**config.mk**
```make
export PLATFORM = sky130hd
export DESIGN_NAME = rgb_to_gray_stream
export DESIGN_NICKNAME = d
export VERILOG_FILES = /design/src/rtl/rgb_gray_pkg.sv /design/src/rtl/rgb_to_gray_stream_mac.sv /design/src/rtl/rgb_to_gray_stream.sv
export SDC_FILE = /design/constraint.sdc
export NUM_CORES = 1
export LEC_CHECK = 0
export ABC_AREA = 1
export ABC_CLOCK_PERIOD_IN_PS = 8300
export BUFFER_PORTS_ARGS = -buffer_cell sky130_fd_sc_hd__buf_2
export CELL_PAD_IN_SITES_DETAIL_PLACEMENT = 2
export CELL_PAD_IN_SITES_GLOBAL_PLACEMENT = 2
export CORE_UTILIZATION = 39
export CTS_BUF_LIST = sky130_fd_sc_hd__clkbuf_8
export DETAILED_ROUTE_END_ITERATION = 8
export PLACE_DENSITY = 0.95
export SYNTH_ARGS = -nofsm -noshare
export SYNTH_HDL_FRONTEND = slang
export SYNTH_SLANG_ARGS = --single-unit
```
**constraint.sdc**
```tcl
create_clock -name clk -period 8.3 [get_ports clk]
set_clock_uncertainty 0.15 [all_clocks]
set_input_delay 1.66 -clock clk [delete_from_list [all_inputs] [get_ports clk]]
set_output_delay 1.66 -clock clk [all_outputs]
set_load 0.01 [all_outputs]
```
**src/rtl/rgb_gray_pkg.sv**
```systemverilog
// Shared types, default gains and width helpers
// for the streaming RGB-to-gray converter.
package rgb_gray_pkg;

  typedef enum logic [1:0] {
    S_IDLE  = 2'd0,
    S_MAC   = 2'd1,
    S_ROUND = 2'd2,
    S_OUT   = 2'd3
  } state_e;

  // BT.601 luma weights in Q0.8, channel 0 (R) in the LSBs
  localparam logic [23:0] BT601_GAINS = {8'd29, 8'd150, 8'd77};

  function automatic int clog2_f(input int n);
    int r;
    r = 0;
    for (int i = 0; i < 32; i++) begin
      if ((1 << r) < n) r++;
    end
    return r;
  endfunction

  function automatic int iw_f(input int ch);
    return (clog2_f(ch) < 1) ? 1 : clog2_f(ch);
  endfunction

  function automatic int aw_f(input int dw, input int gw, input int ch);
    return dw + gw + clog2_f(ch) + 1;
  endfunction

endpackage

```
**src/rtl/rgb_to_gray_stream_mac.sv**
```systemverilog
// Single multiply-accumulate lane shared by all
// channels of a pixel.
module gray_mac
  import rgb_gray_pkg::*;
#(
  parameter int DW = 8,
  parameter int GW = 8,
  parameter int AW = aw_f(8, 8, 3)
) (
  input  logic          clk,
  input  logic          rst,
  input  logic          clr_i,
  input  logic          en_i,
  input  logic [DW-1:0] pix_i,
  input  logic [GW-1:0] gain_i,
  output logic [AW-1:0] acc_o
);

  logic [DW+GW-1:0] prod;
  logic [AW-1:0]    acc_q;
  logic [AW-1:0]    acc_d;

  assign prod = {{GW{1'b0}}, pix_i} * {{DW{1'b0}}, gain_i};

  always_comb begin
    acc_d = acc_q;
    if (clr_i) begin
      acc_d = '0;
    end else if (en_i) begin
      acc_d = acc_q + AW'(prod);
    end
  end

  always_ff @(posedge clk) begin
    if (rst) begin
      acc_q <= '0;
    end else begin
      acc_q <= acc_d;
    end
  end

  assign acc_o = acc_q;

endmodule

```
**src/rtl/rgb_to_gray_stream.sv**
```systemverilog
// Streaming RGB-to-gray converter: one shared MAC
// over CH channels, then round and saturate.
module rgb_to_gray_stream
  import rgb_gray_pkg::*;
#(
  parameter int CH = 3,
  parameter int DW = 8,
  parameter int GW = 8,
  parameter logic [CH*GW-1:0] GAIN_INIT = (CH*GW)'(BT601_GAINS)
) (
  input  logic                  clk,
  input  logic                  rst,
  input  logic                  in_valid,
  output logic                  in_ready,
  input  logic [CH*DW-1:0]      in_data,
  output logic                  out_valid,
  input  logic                  out_ready,
  output logic [DW-1:0]         out_data,
  input  logic                  cfg_we,
  input  logic [iw_f(CH)-1:0]   cfg_idx,
  input  logic [GW-1:0]         cfg_gain,
  output logic                  busy
);

  localparam int IW = iw_f(CH);
  localparam int AW = aw_f(DW, GW, CH);
  localparam int RW = AW - GW;
  localparam logic [AW-1:0] HALF = AW'(1) << (GW - 1);
  localparam logic [IW-1:0] LAST = IW'(CH - 1);

  state_e                  state_q;
  logic [CH-1:0][DW-1:0]   pix_q;
  logic [CH-1:0][GW-1:0]   gain_q;
  logic [IW-1:0]           idx_q;
  logic [DW-1:0]           out_data_q;
  logic                    out_valid_q;

  logic                    accept;
  logic                    mac_en;
  logic [AW-1:0]           acc;
  logic [AW-1:0]           rnd;
  logic [RW-1:0]           res;
  logic [DW-1:0]           sat;

  assign accept = (state_q == S_IDLE) && in_valid;
  assign mac_en = (state_q == S_MAC);

  gray_mac #(
    .DW(DW),
    .GW(GW),
    .AW(AW)
  ) u_mac (
    .clk   (clk),
    .rst   (rst),
    .clr_i (accept),
    .en_i  (mac_en),
    .pix_i (pix_q[idx_q]),
    .gain_i(gain_q[idx_q]),
    .acc_o (acc)
  );

  // Headroom in AW guarantees the rounding add never wraps
  assign rnd = acc + HALF;
  assign res = rnd[AW-1:GW];
  assign sat = (|res[RW-1:DW]) ? {DW{1'b1}} : res[DW-1:0];

  always_ff @(posedge clk) begin
    if (rst) begin
      state_q     <= S_IDLE;
      pix_q       <= '0;
      gain_q      <= GAIN_INIT;
      idx_q       <= '0;
      out_data_q  <= '0;
      out_valid_q <= 1'b0;
    end else begin
      unique case (state_q)
        S_IDLE: begin
          if (cfg_we && (32'(cfg_idx) < CH)) begin
            gain_q[cfg_idx] <= cfg_gain;
          end
          if (in_valid) begin
            pix_q   <= in_data;
            idx_q   <= '0;
            state_q <= S_MAC;
          end
        end
        S_MAC: begin
          idx_q <= idx_q + IW'(1);
          if (idx_q == LAST) begin
            state_q <= S_ROUND;
          end
        end
        S_ROUND: begin
          out_data_q  <= sat;
          out_valid_q <= 1'b1;
          state_q     <= S_OUT;
        end
        S_OUT: begin
          if (out_ready) begin
            out_valid_q <= 1'b0;
            state_q     <= S_IDLE;
          end
        end
        default: state_q <= S_IDLE;
      endcase
    end
  end

  assign in_ready  = (state_q == S_IDLE);
  assign busy      = (state_q != S_IDLE);
  assign out_valid = out_valid_q;
  assign out_data  = out_data_q;

endmodule

```
==> PnR_summary.wiki <==
{| class="wikitable"
! Metric !! Value
|-
| Synthesis warning total || 0
|-
| Number of enable-type register cells in the synthesized netlist || 0
|-
| Most frequent standard cell in the layout excluding fill and tap cells || sky130_fd_sc_hd__inv_1
|-
| Worst flop-to-flop path startpoint || idx_q[0]
|-
| Busiest layer in global routing || met2
|-
| Global-route wire length before repair || 48400 microns
|-
| I/O pin cnt || 50
|-
| Share of synthesized flip-flops with an asynchronous set or reset || 0%
|-
| Critical path launch point type || register
|-
| Reg2Reg Depth || 21
|-
| Distinct cell type count after synthesis || 39
|-
| Slew Limit Headroom || 46.1%
|-
| Synthesized instance count || 970
|-
| Number of hold violations in the final report || 0
|-
| Tightest Hold Check Type || reg2reg
|-
| Data arrival time at the worst-slack endpoint || 6.54 ns
|-
| Cell Chain, Critical Path || clkinv_2 -> nor2_1 -> o31ai_4 -> nand2_1 -> inv_1 -> fa_1 -> fa_1 -> fa_1 -> inv_1 -> fa_1 -> inv_1 -> ha_1 -> nand2_1 -> nor2_1 -> nand2_1 -> nand3_1 -> nand2_1 -> nand3_1 -> nand3_1 -> nand2_1 -> inv_1
|-
| Initial antenna violation count || 0
|-
| Number of post-CTS setup repair buffers || 0
|-
| Total area of sequential cells || 1600 sq um
|-
| Critical path peak fanout || 31
|-
| Placeable core region || 17300 sq um
|-
| Area of the die || 18200 sq um
|-
| Share of final-layout standard cells stronger than drive strength 1 || 11.2%
|-
| Clock tree from TritonCTS || done
|-
| Number of max-slew violations in the final report || 0
|-
| Total negative setup slack || 0 ns
|-
| Worst setup slack before clock tree synthesis || 2.26 ns
|-
| Port Buffers || just under 50
|-
| Number of search-and-repair iterations in the first detailed-routing pass || 5
|-
| Worst setup path start || idx_q[0]
|-
| Register-to-Register Setup Slack || 1.90 ns
|-
| Worst path depth || 21
|-
| Number of clock buffers inserted by TritonCTS || 9
|-
| Number of vias per cell || ~5.4
|-
| Number of nets still failing antenna checks after routing || 0
|-
| Vias in the first global route || 8054
|-
| Placer's final routability congestion estimate || a little under 0.8
|-
| Fraction of met2 tracks used by global routing || around two thirds
|-
| Average routed wire per standard cell || ~25 microns
|-
| Die Width || 135 microns
|-
| Post-placement cell area || 7290 sq um
|-
| Clock latency on the worst-skew pair || 0.40 ns
|-
| Clk sink count || 80
|-
| Buf+Inv Stages, Crit Path || 5
|-
| HPWL after detailed placement || 21800 microns
|-
| Critical Path Most Common Cell || sky130_fd_sc_hd__nand2_1
|-
| Post-Syn Nets || 1106
|-
| Tightest Pin Transition || 0.807 ns
|-
| Final Critical Period || 6.40 ns
|-
| Post-route DRC violation count || 0
|-
| Post-CTS Hold Fix Bufs || 0
|-
| Via count || a little under 7000
|-
| DRC marker count from the first detailed-route iteration || approximately 310
|-
| Die Height || 135 microns
|-
| Status || complete, no violations
|-
| Resized cells post-CTS || 0
|-
| H-tree lvl count || 3
|-
| Combined area of the multi-input logic cells || ~4300 sq um
|-
| Leading cell types in the layout, fill and taps excluded || sky130_fd_sc_hd__inv_1 (216), sky130_fd_sc_hd__nand2_1 (207), sky130_fd_sc_hd__nor2_1 (146)
|-
| Final worst path period share || 77.1%
|-
| Initial cell density of the core || 39.9%
|-
| CP max stage delay || 0.78 ns
|-
| Number of fill cells || roughly 2100
|-
| Post-synthesis register bit count || 80
|-
| Post-synth top area cell || sky130_fd_sc_hd__dfxtp_1
|-
| Total overflow reported by the global router || 0
|-
| Global routing usage summed across all routing layers || 36.4%
|-
| Antenna fix cells || 0
|-
| Number of placed instances with taps included || roughly 1200
|-
| Non-filler cells in the finished layout || 1238
|-
| CP endpoint kind || register
|-
| Slowest library cell on the worst path || sky130_fd_sc_hd__dfxtp_1
|-
| Number of core rows || 48
|-
| Final design instance area without fill || 7520 sq um
|-
| Area grow syn2layout || 9.04%
|-
| Number of nets in the layout || about 1100
|-
| Clock transition at the registers of the reported paths || 0.12 ns
|-
| Met3 demand-to-capacity share in global routing || approximately 4.8%
|-
| Maximum clock frequency || around 160 MHz
|-
| Area fraction of the dominant cell type after synthesis || 23.2%
|-
| Main area contributors after synthesis || sky130_fd_sc_hd__dfxtp_1 (23%), sky130_fd_sc_hd__fa_1 (15%), sky130_fd_sc_hd__inv_1 (12%)
|-
| Max-Cap Viols || 0
|-
| Post-Syn Area || just under 7000 sq um
|-
| Setup slack of the critical path after layout || 1.90 ns
|-
| Reg-to-reg critical path endpoint || u_mac.acc_o[17]
|-
| Start-to-end type of the worst setup path || reg2reg
|-
| Met1 Resource Use GR || 40.8%
|-
| Capturing instance or port of the critical path || u_mac.acc_o[17]
|-
| Largest delay contributor family on the critical path || adder cells
|-
| Primary FF master, synth || sky130_fd_sc_hd__dfxtp_1
|-
| Clock buffer depth || 2
|-
| Total of endpoints with negative setup slack in the final report || 0
|-
| CTS root buf || sky130_fd_sc_hd__clkbuf_8
|-
| Share of the yosys chip area belonging to registers || 23.2%
|-
| Maximum number of pins on one net before global-route repair || between 50 and 60
|-
| Setup repair after global routing missed its margin || false
|-
| Critical path data required time || 8.45 ns
|-
| Detailed Route WL || slightly above 30000 microns
|-
| Average size of a mapped cell || 7.11 sq um
|}
-- cell families after synthesis --
family,count (synthesis),share of synthesized area [%]
compound gates,102,11.6
xor+xnor,8,1.13
fa+ha+maj,97,23.0
buf+inv,248,14.5
flops,80,23.2
simple gates,435,26.5
-- per-stage QoR --
step	utilization [%]	hold WS [ns]
2_1_floorplan	-	0.290
3_3_place_gp	42.1	0.299
3_5_place_dp	42.1	0.321
4_1_cts	43.5	0.335
5_1_grt	43.5	0.359
6_report	43.5	0.333
-- cell usage after synthesis (2+ instances only) --
| master | instances |
|---|---|
| sky130_fd_sc_hd__a21oi_1 | 35 |
| sky130_fd_sc_hd__nor2_4 | 2 |
| sky130_fd_sc_hd__fa_1 | 50 |
| sky130_fd_sc_hd__o32ai_4 | 3 |
| sky130_fd_sc_hd__o21ai_0 | 42 |
| sky130_fd_sc_hd__buf_4 | 3 |
| sky130_fd_sc_hd__nand2_1 | 207 |
| sky130_fd_sc_hd__inv_2 | 6 |
| sky130_fd_sc_hd__nand3_1 | 53 |
| sky130_fd_sc_hd__nand3b_1 | 2 |
| sky130_fd_sc_hd__dfxtp_1 | 80 |
| sky130_fd_sc_hd__nand3_2 | 11 |
| sky130_fd_sc_hd__ha_1 | 47 |
| sky130_fd_sc_hd__nor2_2 | 3 |
| sky130_fd_sc_hd__nor2_1 | 146 |
| sky130_fd_sc_hd__o31ai_4 | 12 |
| sky130_fd_sc_hd__nand4_1 | 4 |
| sky130_fd_sc_hd__buf_2 | 4 |
| sky130_fd_sc_hd__buf_6 | 5 |
| sky130_fd_sc_hd__xor2_1 | 6 |
| sky130_fd_sc_hd__o21ai_1 | 4 |
| sky130_fd_sc_hd__clkbuf_1 | 11 |
| sky130_fd_sc_hd__inv_1 | 216 |
| sky130_fd_sc_hd__nand2_2 | 3 |
-- state kept, by name (all words and copies together) (netlist names) --
name         count
u_mac.acc_o     19
gain_q          24
idx_q            2
out_valid        1
state_q          2
pix_q           24
out_data         8
-- worst min-delay path, stage by stage (launching register included) --
cell,delay [ns]
sky130_fd_sc_hd__dfxtp_1,0.34
sky130_fd_sc_hd__nand2_1,0.06
sky130_fd_sc_hd__a21oi_1,0.05
-- cell type report --
cell class | instances | share of cell area, %
Sequential cell | 80 | 21.3
Tap cell | 225 | 3.74
Clock buffer | 9 | 1.65
Multi-Input combinational cell | 642 | 57.1
Inverter | 223 | 11.1
Timing Repair Buffer | 52 | 3.56
Clock inverter | 7 | 1.43
-- how the worst min path moves through the flow --
stage | slack (ns) | end | depth (start not counted) | startpoint
2_1_floorplan | 0.29 | u_mac.acc_o[1] | 2 | u_mac.acc_o[1]
3_3_place_gp | 0.30 | u_mac.acc_o[2] | 2 | u_mac.acc_o[2]
3_5_place_dp | 0.32 | u_mac.acc_o[1] | 2 | u_mac.acc_o[1]
4_1_cts | 0.34 | u_mac.acc_o[1] | 2 | u_mac.acc_o[1]
5_1_grt | 0.36 | u_mac.acc_o[1] | 2 | u_mac.acc_o[1]
6_report | 0.33 | u_mac.acc_o[1] | 2 | u_mac.acc_o[1]
-- layer usage --
layer | up-vias | wire [microns]
met2 | 219 | 16500
met4 | 0 | 1390
met1 | 3435 | 12200
met5 | - | 0
li1 | 2997 | -
met3 | 87 | 1140
Power is not shown: default switching activity piles up to over one toggle a cycle in this logic, so the estimate is an artifact.
